==> src/rtl/common.sv <==
// Shared raster command types and the queued entry payload.
package common;

    localparam int unsigned COORD_W  = 8;
    localparam int unsigned COLOUR_W = 3;

    typedef enum logic [2:0] {
        CMD_NOP   = 3'd0,
        CMD_PIXEL = 3'd1,
        CMD_LINE  = 3'd2,
        CMD_RECT  = 3'd3,
        CMD_FILL  = 3'd4,
        CMD_CLEAR = 3'd5
    } raster_command_t;

    typedef struct packed {
        raster_command_t       command;
        logic [COORD_W-1:0]    x0;
        logic [COORD_W-1:0]    y0;
        logic [COORD_W-1:0]    x1;
        logic [COORD_W-1:0]    y1;
        logic [COLOUR_W-1:0]   colour;
    } raster_entry_t;

endpackage

==> src/rtl/rasterizer_if.sv <==
// Command handshake between the CPU-side queue and the rasterizer.
interface rasterizer_if;

    common::raster_command_t          command;
    logic [common::COORD_W-1:0]       x0;
    logic [common::COORD_W-1:0]       y0;
    logic [common::COORD_W-1:0]       x1;
    logic [common::COORD_W-1:0]       y1;
    logic [common::COLOUR_W-1:0]      colour;
    logic                             execute_request;
    logic                             busy;

    modport cpu (
        output command, x0, y0, x1, y1, colour, execute_request,
        input  busy
    );

    modport gpu (
        input  command, x0, y0, x1, y1, colour, execute_request,
        output busy
    );

endinterface

==> src/rtl/raster_fifo.sv <==
// Synchronous FIFO of raster entries with a sticky overflow flag.
module raster_fifo
    import common::*;
#(
    parameter int unsigned DEPTH = 4
) (
    input  logic                      clk,
    input  logic                      rst,
    input  logic                      push,
    input  logic                      pop,
    input  raster_entry_t             wr_data,
    output raster_entry_t             rd_data,
    output logic                      full,
    output logic                      empty,
    output logic [$clog2(DEPTH):0]    count,
    output logic                      overflow
);

    localparam int unsigned PTR_W = $clog2(DEPTH);
    localparam int unsigned CNT_W = PTR_W + 1;

    raster_entry_t      r_mem [DEPTH];
    logic [PTR_W-1:0]   r_wr_ptr;
    logic [PTR_W-1:0]   r_rd_ptr;
    logic [CNT_W-1:0]   r_count;
    logic               r_overflow;

    logic w_wr_en;
    logic w_rd_en;

    // A push while full is dropped even if a pop frees a slot this cycle.
    assign w_wr_en = push && !full;
    assign w_rd_en = pop && !empty;

    always_ff @(posedge clk) begin
        if (rst) begin
            r_wr_ptr   <= '0;
            r_rd_ptr   <= '0;
            r_count    <= '0;
            r_overflow <= 1'b0;
        end else begin
            if (w_wr_en) begin
                r_wr_ptr <= r_wr_ptr + PTR_W'(1);
            end
            if (w_rd_en) begin
                r_rd_ptr <= r_rd_ptr + PTR_W'(1);
            end
            case ({w_wr_en, w_rd_en})
                2'b10:   r_count <= r_count + CNT_W'(1);
                2'b01:   r_count <= r_count - CNT_W'(1);
                default: r_count <= r_count;
            endcase
            if (push && full) begin
                r_overflow <= 1'b1;
            end
        end
    end

    always_ff @(posedge clk) begin
        if (w_wr_en && !rst) begin
            r_mem[r_wr_ptr] <= wr_data;
        end
    end

    assign rd_data  = r_mem[r_rd_ptr];
    assign count    = r_count;
    assign full     = (r_count == CNT_W'(DEPTH));
    assign empty    = (r_count == '0);
    assign overflow = r_overflow;

endmodule

==> src/rtl/raster_cmd_queue.sv <==
// CPU-side raster command queue: buffers commands and issues them to the
// rasterizer one at a time, leaving a guard cycle for busy to rise.
module raster_cmd_queue
    import common::*;
#(
    parameter int unsigned DEPTH = 4
) (
    input  logic                      clk,
    input  logic                      rst,
    input  raster_command_t           cmd_in,
    input  logic [7:0]                x0_in,
    input  logic [7:0]                y0_in,
    input  logic [7:0]                x1_in,
    input  logic [7:0]                y1_in,
    input  logic [2:0]                colour_in,
    input  logic                      push,
    output logic                      full,
    output logic                      empty,
    output logic [$clog2(DEPTH):0]    count,
    output logic                      overflow,
    output logic                      idle,
    rasterizer_if.cpu                 gpu_if
);

    typedef enum logic [1:0] {
        ST_IDLE  = 2'd0,
        ST_ISSUE = 2'd1,
        ST_GUARD = 2'd2
    } state_t;

    state_t         r_state;
    raster_entry_t  w_wr_entry;
    raster_entry_t  w_head;
    logic           w_exec;

    assign w_wr_entry = '{command: cmd_in, x0: x0_in, y0: y0_in,
                          x1: x1_in, y1: y1_in, colour: colour_in};

    raster_fifo #(.DEPTH(DEPTH)) u_fifo (
        .clk      (clk),
        .rst      (rst),
        .push     (push),
        .pop      (w_exec),
        .wr_data  (w_wr_entry),
        .rd_data  (w_head),
        .full     (full),
        .empty    (empty),
        .count    (count),
        .overflow (overflow)
    );

    // A late busy or a reset in ISSUE withholds the request; the entry stays queued.
    assign w_exec = (r_state == ST_ISSUE) && !rst && !gpu_if.busy;

    always_ff @(posedge clk) begin
        if (rst) begin
            r_state <= ST_IDLE;
        end else begin
            case (r_state)
                ST_IDLE:  r_state <= (!empty && !gpu_if.busy) ? ST_ISSUE : ST_IDLE;
                ST_ISSUE: r_state <= ST_GUARD;
                ST_GUARD: r_state <= ST_IDLE;
                default:  r_state <= ST_IDLE;
            endcase
        end
    end

    assign idle = empty && (r_state == ST_IDLE) && !gpu_if.busy;

    assign gpu_if.execute_request = w_exec;
    assign gpu_if.command         = w_head.command;
    assign gpu_if.x0              = w_head.x0;
    assign gpu_if.y0              = w_head.y0;
    assign gpu_if.x1              = w_head.x1;
    assign gpu_if.y1              = w_head.y1;
    assign gpu_if.colour          = w_head.colour;

endmodule
==> src/flat_wrapper.sv <==
// flat-port wrapper written by rule: the top's interface ports become plain ports
module raster_cmd_queue_flat import common::*;
#(
    parameter int unsigned DEPTH = 4
)
  (clk, rst, cmd_in, x0_in, y0_in, x1_in, y1_in, colour_in, push, full, empty, count, overflow, idle, gpu_if_command, gpu_if_x0, gpu_if_y0, gpu_if_x1, gpu_if_y1, gpu_if_colour, gpu_if_execute_request, gpu_if_busy);
  rasterizer_if gpu_if_i ();
  input  logic clk;
  input  logic rst;
  input  raster_command_t cmd_in;
  input  logic [7:0] x0_in;
  input  logic [7:0] y0_in;
  input  logic [7:0] x1_in;
  input  logic [7:0] y1_in;
  input  logic [2:0] colour_in;
  input  logic push;
  output logic full;
  output logic empty;
  output logic [$clog2(DEPTH):0] count;
  output logic overflow;
  output logic idle;
  output wire logic [$bits(gpu_if_i.command)-1:0] gpu_if_command;
  output wire logic [$bits(gpu_if_i.x0)-1:0] gpu_if_x0;
  output wire logic [$bits(gpu_if_i.y0)-1:0] gpu_if_y0;
  output wire logic [$bits(gpu_if_i.x1)-1:0] gpu_if_x1;
  output wire logic [$bits(gpu_if_i.y1)-1:0] gpu_if_y1;
  output wire logic [$bits(gpu_if_i.colour)-1:0] gpu_if_colour;
  output wire logic [$bits(gpu_if_i.execute_request)-1:0] gpu_if_execute_request;
  input wire logic [$bits(gpu_if_i.busy)-1:0] gpu_if_busy;
  assign gpu_if_command = gpu_if_i.command;
  assign gpu_if_x0 = gpu_if_i.x0;
  assign gpu_if_y0 = gpu_if_i.y0;
  assign gpu_if_x1 = gpu_if_i.x1;
  assign gpu_if_y1 = gpu_if_i.y1;
  assign gpu_if_colour = gpu_if_i.colour;
  assign gpu_if_execute_request = gpu_if_i.execute_request;
  assign gpu_if_i.busy = gpu_if_busy;
  raster_cmd_queue #(.DEPTH(DEPTH)) u_core (.clk(clk), .rst(rst), .cmd_in(cmd_in), .x0_in(x0_in), .y0_in(y0_in), .x1_in(x1_in), .y1_in(y1_in), .colour_in(colour_in), .push(push), .full(full), .empty(empty), .count(count), .overflow(overflow), .idle(idle), .gpu_if(gpu_if_i));
endmodule
==> config.mk <==
export PLATFORM = sky130hd
export DESIGN_NAME = raster_cmd_queue_flat
export DESIGN_NICKNAME = d
export VERILOG_FILES = /design/src/rtl/common.sv /design/src/rtl/rasterizer_if.sv /design/src/rtl/raster_fifo.sv /design/src/rtl/raster_cmd_queue.sv /design/src/flat_wrapper.sv
export SDC_FILE = /design/constraint.sdc
export NUM_CORES = 1
export LEC_CHECK = 0
export CAP_MARGIN = 20
export CORE_MARGIN = 2
export CORE_UTILIZATION = 50
export CTS_BUF_LIST = sky130_fd_sc_hd__clkbuf_4 sky130_fd_sc_hd__clkbuf_8
export CTS_CLUSTER_DIAMETER = 30
export DETAILED_ROUTE_END_ITERATION = 10
export HOLD_SLACK_MARGIN = 0.1
export PLACE_DENSITY_LB_ADDON = 0.2
export SLEW_MARGIN = 40
export SYNTH_ARGS = -nofsm -noshare
export SYNTH_HDL_FRONTEND = slang
export SYNTH_SLANG_ARGS = --single-unit
==> constraint.sdc <==
create_clock -name clk -period 3 [get_ports clk]
set_input_delay 0.6 -clock clk [delete_from_list [all_inputs] [get_ports clk]]
set_output_delay 0.6 -clock clk [all_outputs]
set_load 0.05 [all_outputs]
==> impl_metrics.toml <==
[status]
status = "finished clean"

[floorplanning]
die_h_um = 114
die_x_um = 114
rows = 40
fp.coreArea_um2 = 11900
dieArea_um2 = 13000
start_util = 0.509
io-pin-count = 88

[synthesis]
ys_types = 25
ys_seq_elements = 164
ys_warn_count = 0
yosysSeqAreaShare = 0.793
postSynthAreaPerCell_um2 = 23.1
synth_cells = 262
syn_nets = 310
syn_area_um2 = 6060

[critical_path]
crit_arrival_ns = 2.28
path_max_fanout = 8
critPathRequiredTime_ns = 2.40
r2r-start = "u_core.u_fifo.count[2]$_SDFFE_PP0P_"
path_class = "reg -> out"
critPathCaptureType = "output pin"
cp-start-kind = "flip-flop"

[power_and_ir_drop]
p_per_area_nw_per_um2 = 601
peakVddDrop_uv = 329
p_leak_nw = 2.56
total_power_mw = 4.60

[final_layout]
area_delta_synth_final_pct = 26.3
fill_cells = 807
antenna_cells = 0
final_common_cell = "edfxtp_1"
fin_nets = 420
drive_gt1_frac = 0.301
final_cell_mix = "edfxtp_1, clkdlybuf4s50_1, mux4_2"

[run]
maxCapViolCount = 0

[sta]
fmax_mhz = 348
slew_viol_final = 0
rsz0062_at_grt = "no"
finalSetupTns_ns = 0
hold_viol_final = 0
clock_skew_ns = 0.00658
relSlewSlack = 0.650
setup_slack_ns = 0.125
post-route-min-period_ns = 2.88
final.period_utilization = 0.958
worst_pin_slew_ns = 0.523
setup_viol = 0

[clocking]
cts_root_buf = "clkbuf_8"
cts_made_buffers = 17
hold_buffers = 0
cts_max_path_buffers = 2
htree_levels = 4
post_cts_buffers = 0
cts_tree = "yes"
path_clk_slew_ns = 0.07
clkLatencyLatePin_ns = 0.44
cts.sinks = 164

[drt]
vias_per_cell = 5.37
vias = 2857
routedWlPerCell_um = 18.7
ant_nets = 0
drtPass1Iterations = 4
first_iter_violations = 143
drc_errors = 0
wl_um = 9950

[global_routing]
grt_max_degree = 31
track_usage = 0.165
grt_pass1_wl_um = 15400
grt_remaining_overflow = 0
grt_pass1_vias = 2966
antenna_found_initial = 0

[place]
dpl.hpwl_um = 6020
port_buffers = 87
pre_cts_ws_ns = 0.00521
place_congestion = 0.731

[min_path]
min-delay-start = "u_core.u_fifo.r_rd_ptr[1]$_SDFFE_PP0P_"
worst_hold_path_type = "reg -> reg"
==> where the power goes <==
group / internal, mW / total (mW) / switching [mW]
clock: 0.952 / 1.65 / 0.697
combinational: 0.153 / 0.376 / 0.223
sequential: 2.55 / 2.57 / 0.0198
==> synthesized netlist by cell type (all sizes together) <==
| library cell | number | share of area |
|---|---|---|
| inv | 7 | 0.0043 |
| clkbuf | 2 | 0.0012 |
| or4b | 1 | 0.0023 |
| and2 | 4 | 0.0041 |
| nand3b | 1 | 0.0012 |
| nand2b | 2 | 0.0021 |
| nor3b | 3 | 0.0045 |
| mux4 | 38 | 0.14 |
| xor2 | 2 | 0.0029 |
| fa | 1 | 0.0033 |
| or3 | 3 | 0.0031 |
| nor3 | 2 | 0.0017 |
| buf | 7 | 0.0072 |
| or4 | 1 | 0.0014 |
| a21oi | 7 | 0.0058 |
| nor2 | 6 | 0.0037 |
| mux2i | 1 | 0.0017 |
| dfxtp | 12 | 0.040 |
| edfxtp | 152 | 0.75 |
| o21ai | 4 | 0.0033 |
| nor4b | 1 | 0.0014 |
| ha | 5 | 0.010 |
==> critical path, stage by stage (launching register included) <==
cell and delay (ns):
dfxtp_2 0.36, buf_4 0.21, mux4_2 0.54, clkdlybuf4s50_1 0.72
==> flip-flops by register name, indices dropped and copies added, names as in the netlist, named ones only <==
signal	cells
u_core.r_state	2
u_core.u_fifo.r_rd_ptr	2
u_core.u_fifo.count	3
u_core.u_fifo.overflow	1
u_core.u_fifo.r_mem	152
u_core.u_fifo.r_wr_ptr	2
==> metal layers <==
metal | GRT usage | vias to the layer above | wire length [um]
met1 | 0.201 | 1458 | 4210
li1 | - | 1303 | -
met2 | 0.268 | 79 | 4970
met3 | 0.0545 | 17 | 590
met5 | 0 | - | 0
met4 | 0.0780 | 0 | 181
==> worst paths after layout <==
| kind | end | slack, ns | cells after the start |
|---|---|---|---|
| max | gpu_if_colour[1] | 0.12 | 3 |
| min | flip-flop | 0.47 | 1 |
| max reg2reg | u_core.u_fifo.count[2]$_SDFFE_PP0P_ | 0.70 | 8 |
| min reg2reg | flip-flop | 0.47 | 1 |
==> cell type report <==
type	instances	area, um^2	area share
sequential	164	4810	0.628
multi-input combinational	82	1200	0.157
timing repair buffer	100	1000	0.131
clock buffer	27	328	0.0429
tap	147	184	0.0240
clock inverter	5	98.8	0.0129
inverter	7	26.3	0.00343
==> metrics by stage <==
step                      area (um^2)   util  hold WS (ns)  std cells
final                            7650  0.642         0.474        532
after floorplan                  6080      -         0.431        262
after global placement           7200  0.605         0.448        500
after CTS                        7630  0.641         0.469        532
after global routing             7650  0.642         0.507        532
after detailed placement         7200  0.605         0.464        500
==> cells by family after synthesis <==
kind of cell             count (synthesis)  share of synthesized area
AO/OA/AOI/OAI                           11                    0.00909
AND/OR/NAND/NOR                         24                     0.0256
multiplexers                            39                      0.143
adder cells (fa/ha/maj)                  6                     0.0136
flip-flops                             164                      0.793
XOR/XNOR                                 2                    0.00289
buffers and inverters                   16                     0.0128
==> repair_timing <==
action	4_1_cts	5_1_grt
endpoints found under the setup margin	1	8
gates resized for setup	1	8
gates cloned	0	0
(Power assumes the default switching activity.)
